**config.mk**
```make
export PLATFORM = sky130hd
export DESIGN_NAME = guess_sequencer
export DESIGN_NICKNAME = d
export VERILOG_FILES = /design/src/rtl/guess_sequencer.sv
export SDC_FILE = /design/constraint.sdc
export NUM_CORES = 1
export LEC_CHECK = 0
export CORE_MARGIN = 3
export CORE_UTILIZATION = 55
export DETAILED_ROUTE_END_ITERATION = 8
export PLACE_DENSITY_LB_ADDON = 0.08
export SLEW_MARGIN = 20
export SYNTH_ARGS = -nofsm -noshare
export SYNTH_HDL_FRONTEND = slang
export SYNTH_SLANG_ARGS = --single-unit
```
**constraint.sdc**
```tcl
create_clock -name clk -period 8.3 [get_ports clk]
set_input_delay 0.83 -clock clk [delete_from_list [all_inputs] [get_ports clk]]
set_output_delay 0.83 -clock clk [all_outputs]
set_load 0.01 [all_outputs]
```
**src/rtl/guess_sequencer.sv**
```systemverilog
// guess_sequencer: odometer-order keyspace walker that emits one guess
// per clock over a valid/ready handshake, growing length on wrap.
module guess_sequencer #(
  parameter int MAX_LEN = 16,
  parameter int IDX_W   = 8,
  parameter int CNT_W   = 48
) (
  input  logic                     clk,
  input  logic                     reset_n,
  input  logic                     start,
  input  logic                     abort,
  input  logic [IDX_W:0]           radix,
  input  logic [4:0]               min_len,
  input  logic [4:0]               max_len,
  input  logic [MAX_LEN*IDX_W-1:0] start_idx,
  input  logic [CNT_W-1:0]         count,
  output logic                     out_valid,
  input  logic                     out_ready,
  output logic [MAX_LEN*IDX_W-1:0] guess_idx,
  output logic [4:0]               guess_len,
  output logic                     out_last,
  output logic                     busy,
  output logic                     done,
  output logic                     cfg_err
);

  typedef enum logic [1:0] {
    S_IDLE,
    S_RUN,
    S_DONE
  } state_t;

  typedef logic [MAX_LEN-1:0][IDX_W-1:0] vec_t;

  state_t           state, state_n;
  vec_t             dig, dig_n;
  vec_t             sdig, inc, masked;
  logic [4:0]       len, len_n;
  logic [4:0]       mlen, mlen_n;
  logic [IDX_W:0]   rad, rad_n, rad_m1;
  logic [CNT_W-1:0] lim, lim_n;
  logic [CNT_W-1:0] cnt, cnt_n;
  logic             err, err_n;
  logic [MAX_LEN-1:0] at_max, pre;
  logic             wrap_all, key_end, cnt_end;
  logic             hs, bad;

  assign sdig   = start_idx;
  assign rad_m1 = rad - 1'b1;

  // Digits at or above len count as saturated so one AND-reduce
  // of a masked vector yields each digit's carry-in in parallel.
  always_comb begin
    for (int i = 0; i < MAX_LEN; i++)
      at_max[i] = (i >= int'(len)) ||
                  ({1'b0, dig[i]} == rad_m1);
    for (int i = 0; i < MAX_LEN; i++)
      pre[i] = &(at_max |
                 ~((MAX_LEN'(1) << i) - MAX_LEN'(1)));
    for (int i = 0; i < MAX_LEN; i++) begin
      inc[i] = dig[i];
      if (i < int'(len) && pre[i])
        inc[i] = at_max[i] ? '0 : dig[i] + 1'b1;
    end
  end

  assign wrap_all = &at_max;
  assign key_end  = wrap_all && (len == mlen);
  assign cnt_end  = (lim != '0) && (cnt == lim - 1'b1);

  always_comb begin
    bad = (radix < (IDX_W+1)'(2)) ||
          (min_len == '0) ||
          (min_len > max_len) ||
          (int'(max_len) > MAX_LEN);
    for (int i = 0; i < MAX_LEN; i++) begin
      masked[i] = '0;
      if (i < int'(min_len)) begin
        masked[i] = sdig[i];
        if ({1'b0, sdig[i]} >= radix)
          bad = 1'b1;
      end
    end
  end

  assign out_valid = (state == S_RUN);
  assign busy      = (state == S_RUN);
  assign done      = (state == S_DONE);
  assign cfg_err   = err;
  assign guess_idx = dig;
  assign guess_len = len;
  assign out_last  = out_valid && (key_end || cnt_end);
  assign hs        = out_valid && out_ready;

  always_comb begin
    state_n = state;
    dig_n   = dig;
    len_n   = len;
    mlen_n  = mlen;
    rad_n   = rad;
    lim_n   = lim;
    cnt_n   = cnt;
    err_n   = err;
    unique case (state)
      S_IDLE, S_DONE: begin
        if (start && !abort) begin
          cnt_n  = '0;
          rad_n  = radix;
          mlen_n = max_len;
          lim_n  = count;
          if (bad) begin
            state_n = S_DONE;
            err_n   = 1'b1;
            dig_n   = '0;
            len_n   = '0;
          end else begin
            state_n = S_RUN;
            err_n   = 1'b0;
            dig_n   = masked;
            len_n   = min_len;
          end
        end
      end
      S_RUN: begin
        if (abort) begin
          state_n = S_DONE;
          err_n   = 1'b0;
        end else if (hs) begin
          cnt_n = cnt + 1'b1;
          if (out_last) begin
            state_n = S_DONE;
          end else if (wrap_all) begin
            len_n = len + 5'd1;
            dig_n = '0;
          end else begin
            dig_n = inc;
          end
        end
      end
      default: state_n = S_IDLE;
    endcase
  end

  always_ff @(posedge clk or negedge reset_n) begin
    if (!reset_n) begin
      state <= S_IDLE;
      dig   <= '0;
      len   <= '0;
      mlen  <= '0;
      rad   <= '0;
      lim   <= '0;
      cnt   <= '0;
      err   <= 1'b0;
    end else begin
      state <= state_n;
      dig   <= dig_n;
      len   <= len_n;
      mlen  <= mlen_n;
      rad   <= rad_n;
      lim   <= lim_n;
      cnt   <= cnt_n;
      err   <= err_n;
    end
  end

endmodule
```
==> impl_metrics.env <==
export IMPL_outcome="completed"
export IMPL_core_region_area_um2=37100
export IMPL_clock_sinks=246
export IMPL_synthArstFlopShare_pct=100
export IMPL_p_leak_nw=10.4
export IMPL_synth_top_area_share_pct=29.3
export IMPL_reg2reg_depth=12
export IMPL_maxSlewViolCount=0
export IMPL_synthFlopType="dfrtp_1"
export IMPL_setup_viol=0
export IMPL_fp_dieH_um=201
export IMPL_fmaxAchievable_mhz=153
export IMPL_clk_path_buf_depth=3
export IMPL_ant_nets=0
export IMPL_cts_setup_buffers=0
export IMPL_cts_tree="done"
export IMPL_dieWidth_um=201
export IMPL_first_global_vias=21945
export IMPL_cp_max_fo=11
export IMPL_worstMarginPinSlew_ns=1.10
export IMPL_synthesis_area_um2=21000
export IMPL_rrSetupSlack_ns=2.27
export IMPL_min_path_type="in -> async"
export IMPL_drt_initial_drc_count=2120
export IMPL_place_gp_congestion=1.04
export IMPL_clk_pin_slew_worst_paths_ns=0.06
export IMPL_r2r_end="guess_idx[6]"
export IMPL_end_kind="primary output"
export IMPL_fin_crit_ns=6.56
export IMPL_synth_edf_count=0
export IMPL_start_kind="flip-flop"
export IMPL_synth_seq_area_share_pct=29.3
export IMPL_critPathKind="reg -> out"
export IMPL_maxCapViolCount=0
export IMPL_grt_pass1_wl_um=128000
export IMPL_grt_start_max_net_pins=105
export IMPL_syn2layout_area_growth_pct=23.2
export IMPL_synthDistinctLibCells=96
export IMPL_synth_most_common_cell="dfrtp_1"
export IMPL_num_rows=70
export IMPL_finClkSkew_ns=0.0128
export IMPL_peakVddDrop_mv=0.150
export IMPL_wl_um=83600
export IMPL_ys_ff_latch=246
export IMPL_wl_per_cell_um=26.1
export IMPL_synthTopCellsByArea="dfrtp_1 (29%), ha_1 (9.2%), xor2_1 (4.6%)"
export IMPL_final_nets=3036
export IMPL_vias=22031
export IMPL_required_ns=7.47
export IMPL_yosysTopAreaCell="dfrtp_1"
export IMPL_yosys_warnings=0
export IMPL_die_area_um2=40600
export IMPL_antenna_found_initial=3
export IMPL_power_density_nw_per_um2=171
export IMPL_remaining_drc_errors=0
export IMPL_placed_area_um2=24800
export IMPL_final_cells=3211
export IMPL_start_util_pct=56.5
export IMPL_finalSetupTns_ns=0
export IMPL_cts_hold_buf=0
export IMPL_ctsResizeCount=0
export IMPL_hold_viol_final=0
export IMPL_numCtsBuffers=30
export IMPL_dp_hpwl_um=62000
export IMPL_relSlewSlack_pct=25.9
export IMPL_firstDrtPassIters=5
export IMPL_htreeDepth=1
export IMPL_drive_above_1_share_pct=7.69
export IMPL_power_total_mw=4.43
export IMPL_fin_crit_sh_pct=79.0
export IMPL_rsz0062_at_grt="no"
export IMPL_clk_latency_ns=0.59
export IMPL_io_buffers=337
export IMPL_avgViaCountPerCell=6.86
export IMPL_synth_fp_nets=2758
export IMPL_fin_area_um2=25900
export IMPL_place_inst=3153
export IMPL_avgSynthCellArea_um2=8.74
export IMPL_grt_overflow_total=0
export IMPL_track_usage_pct=39.9
export IMPL_r2r_start="rad[2]"
export IMPL_cp_arrival_ns=5.73
export IMPL_netlist_instances=2403
export IMPL_utilization_pct=69.7
export IMPL_root_buffer="clkbuf_16"
export IMPL_io_pins=338
export IMPL_yosys_top_cells_count="dfrtp_1 (246), ha_1 (155), nor2_1 (144), nand2_1 (143), nand3_1 (123)"
## per-stage QoR
step	hold WS, ns	setup WS (ns)
6_report	0.249	1.74
3_3_place_gp	0.512	2.56
2_1_floorplan	0.501	2.68
3_5_place_dp	0.522	2.47
4_1_cts	0.299	1.83
5_1_grt	0.344	1.61
## how the worst max path moves through the flow
stage,from,to,slack (ns)
after CTS,rad[0],out_last,1.83
after global placement,rad[0],out_last,2.56
after detailed placement,rad[0],out_last,2.47
after floorplan,rad[0],out_last,2.68
after global routing,rad[2],out_last,1.61
final,rad[0],out_last,1.74
## registers in the layout (all words and copies together) (netlist names)
| name | cells |
|---|---|
| cnt | 48 |
| guess_len | 5 |
| cfg_err | 1 |
| lim | 48 |
| mlen | 5 |
| guess_idx | 128 |
| state | 2 |
| rad | 9 |
## power by group
part	leakage, nW	internal [mW]	switching, mW	total [mW]
Clock	0.524	0.852	0.574	1.43
Sequential	3.24	1.31	0.244	1.55
Combinational	6.64	0.643	0.812	1.45
Total	10.4	2.80	1.63	4.43
## cells by family after synthesis
family                   Yosys count  synth area share [%]
AO/OA/AOI/OAI                    674                  23.2
XOR/XNOR                         220                  9.44
adder cells (fa/ha/maj)          157                  9.33
buffers and inverters            219                  4.13
flip-flops                       246                  29.3
multiplexers                      75                  4.01
AND/OR/NAND/NOR                  812                  20.5
## worst max-delay path: stages (launching register included)
cell and delay, ns:
dfrtp_1 0.48, inv_1 0.12, ha_1 0.35, or3b_2 0.58
nor2_1 0.43, nor2_2 0.27, xnor2_1 0.18, or4_4 0.53
a221o_1 0.45, or4b_4 0.73, a2bb2oi_1 0.22, nor2_1 0.21
clkdlybuf4s50_1 0.57
## metal layers
layer / vias up / wire length [um] / track usage (%)
met3: 355 / 8110 / 7.62
met5: - / 13 / 0
met2: 1407 / 38800 / 65.8
met1: 10600 / 30800 / 48.8
met4: 2 / 5900 / 23.2
li1: 9667 / - / -
## cell usage in the layout, fill, tap and decap left out, drive strengths merged, types with 9 or more instances in the layout
master         Yosys  layout
o211ai            55      55
o2111ai           24      24
a21oi             83      83
nor3b             34      34
o21ai            101     101
or3               26      26
a31oi             99      99
or2               16      16
clkdlybuf4s50      0     336
nor3              83      83
o32ai              9       9
a211oi            36      36
nand4             27      27
and2              19      19
nor2             147     147
o21a              11      11
clkbuf            92      40
a32oi             18      18
nor4              23      23
a32o              19      19
nand3            123     123
and3              53      53
a22o              17      17
mux2              67      67
ha               155     155
and4               9       9
o2bb2ai           71      71
o31ai             16      16
xor2             111     111
or4               16      16
a21o              20      20
buf               32      34
nand2b            47      47
dfrtp            246     246
inv               95      97
nor2b             21      21
o22ai             14      14
xnor2            105     105
nand2            145     145
## cell type report
| type | count | area [um^2] |
|---|---|---|
| clock inverter | 16 | 208 |
| tap | 504 | 631 |
| fill | 2946 | 11300 |
| multi-input combinational | 1938 | 14000 |
| inverter | 95 | 357 |
| sequential | 246 | 6160 |
| timing repair buffer | 370 | 3640 |
| antenna | 2 | 5.00 |
| clock buffer | 40 | 858 |
(Power assumes the default switching activity.)
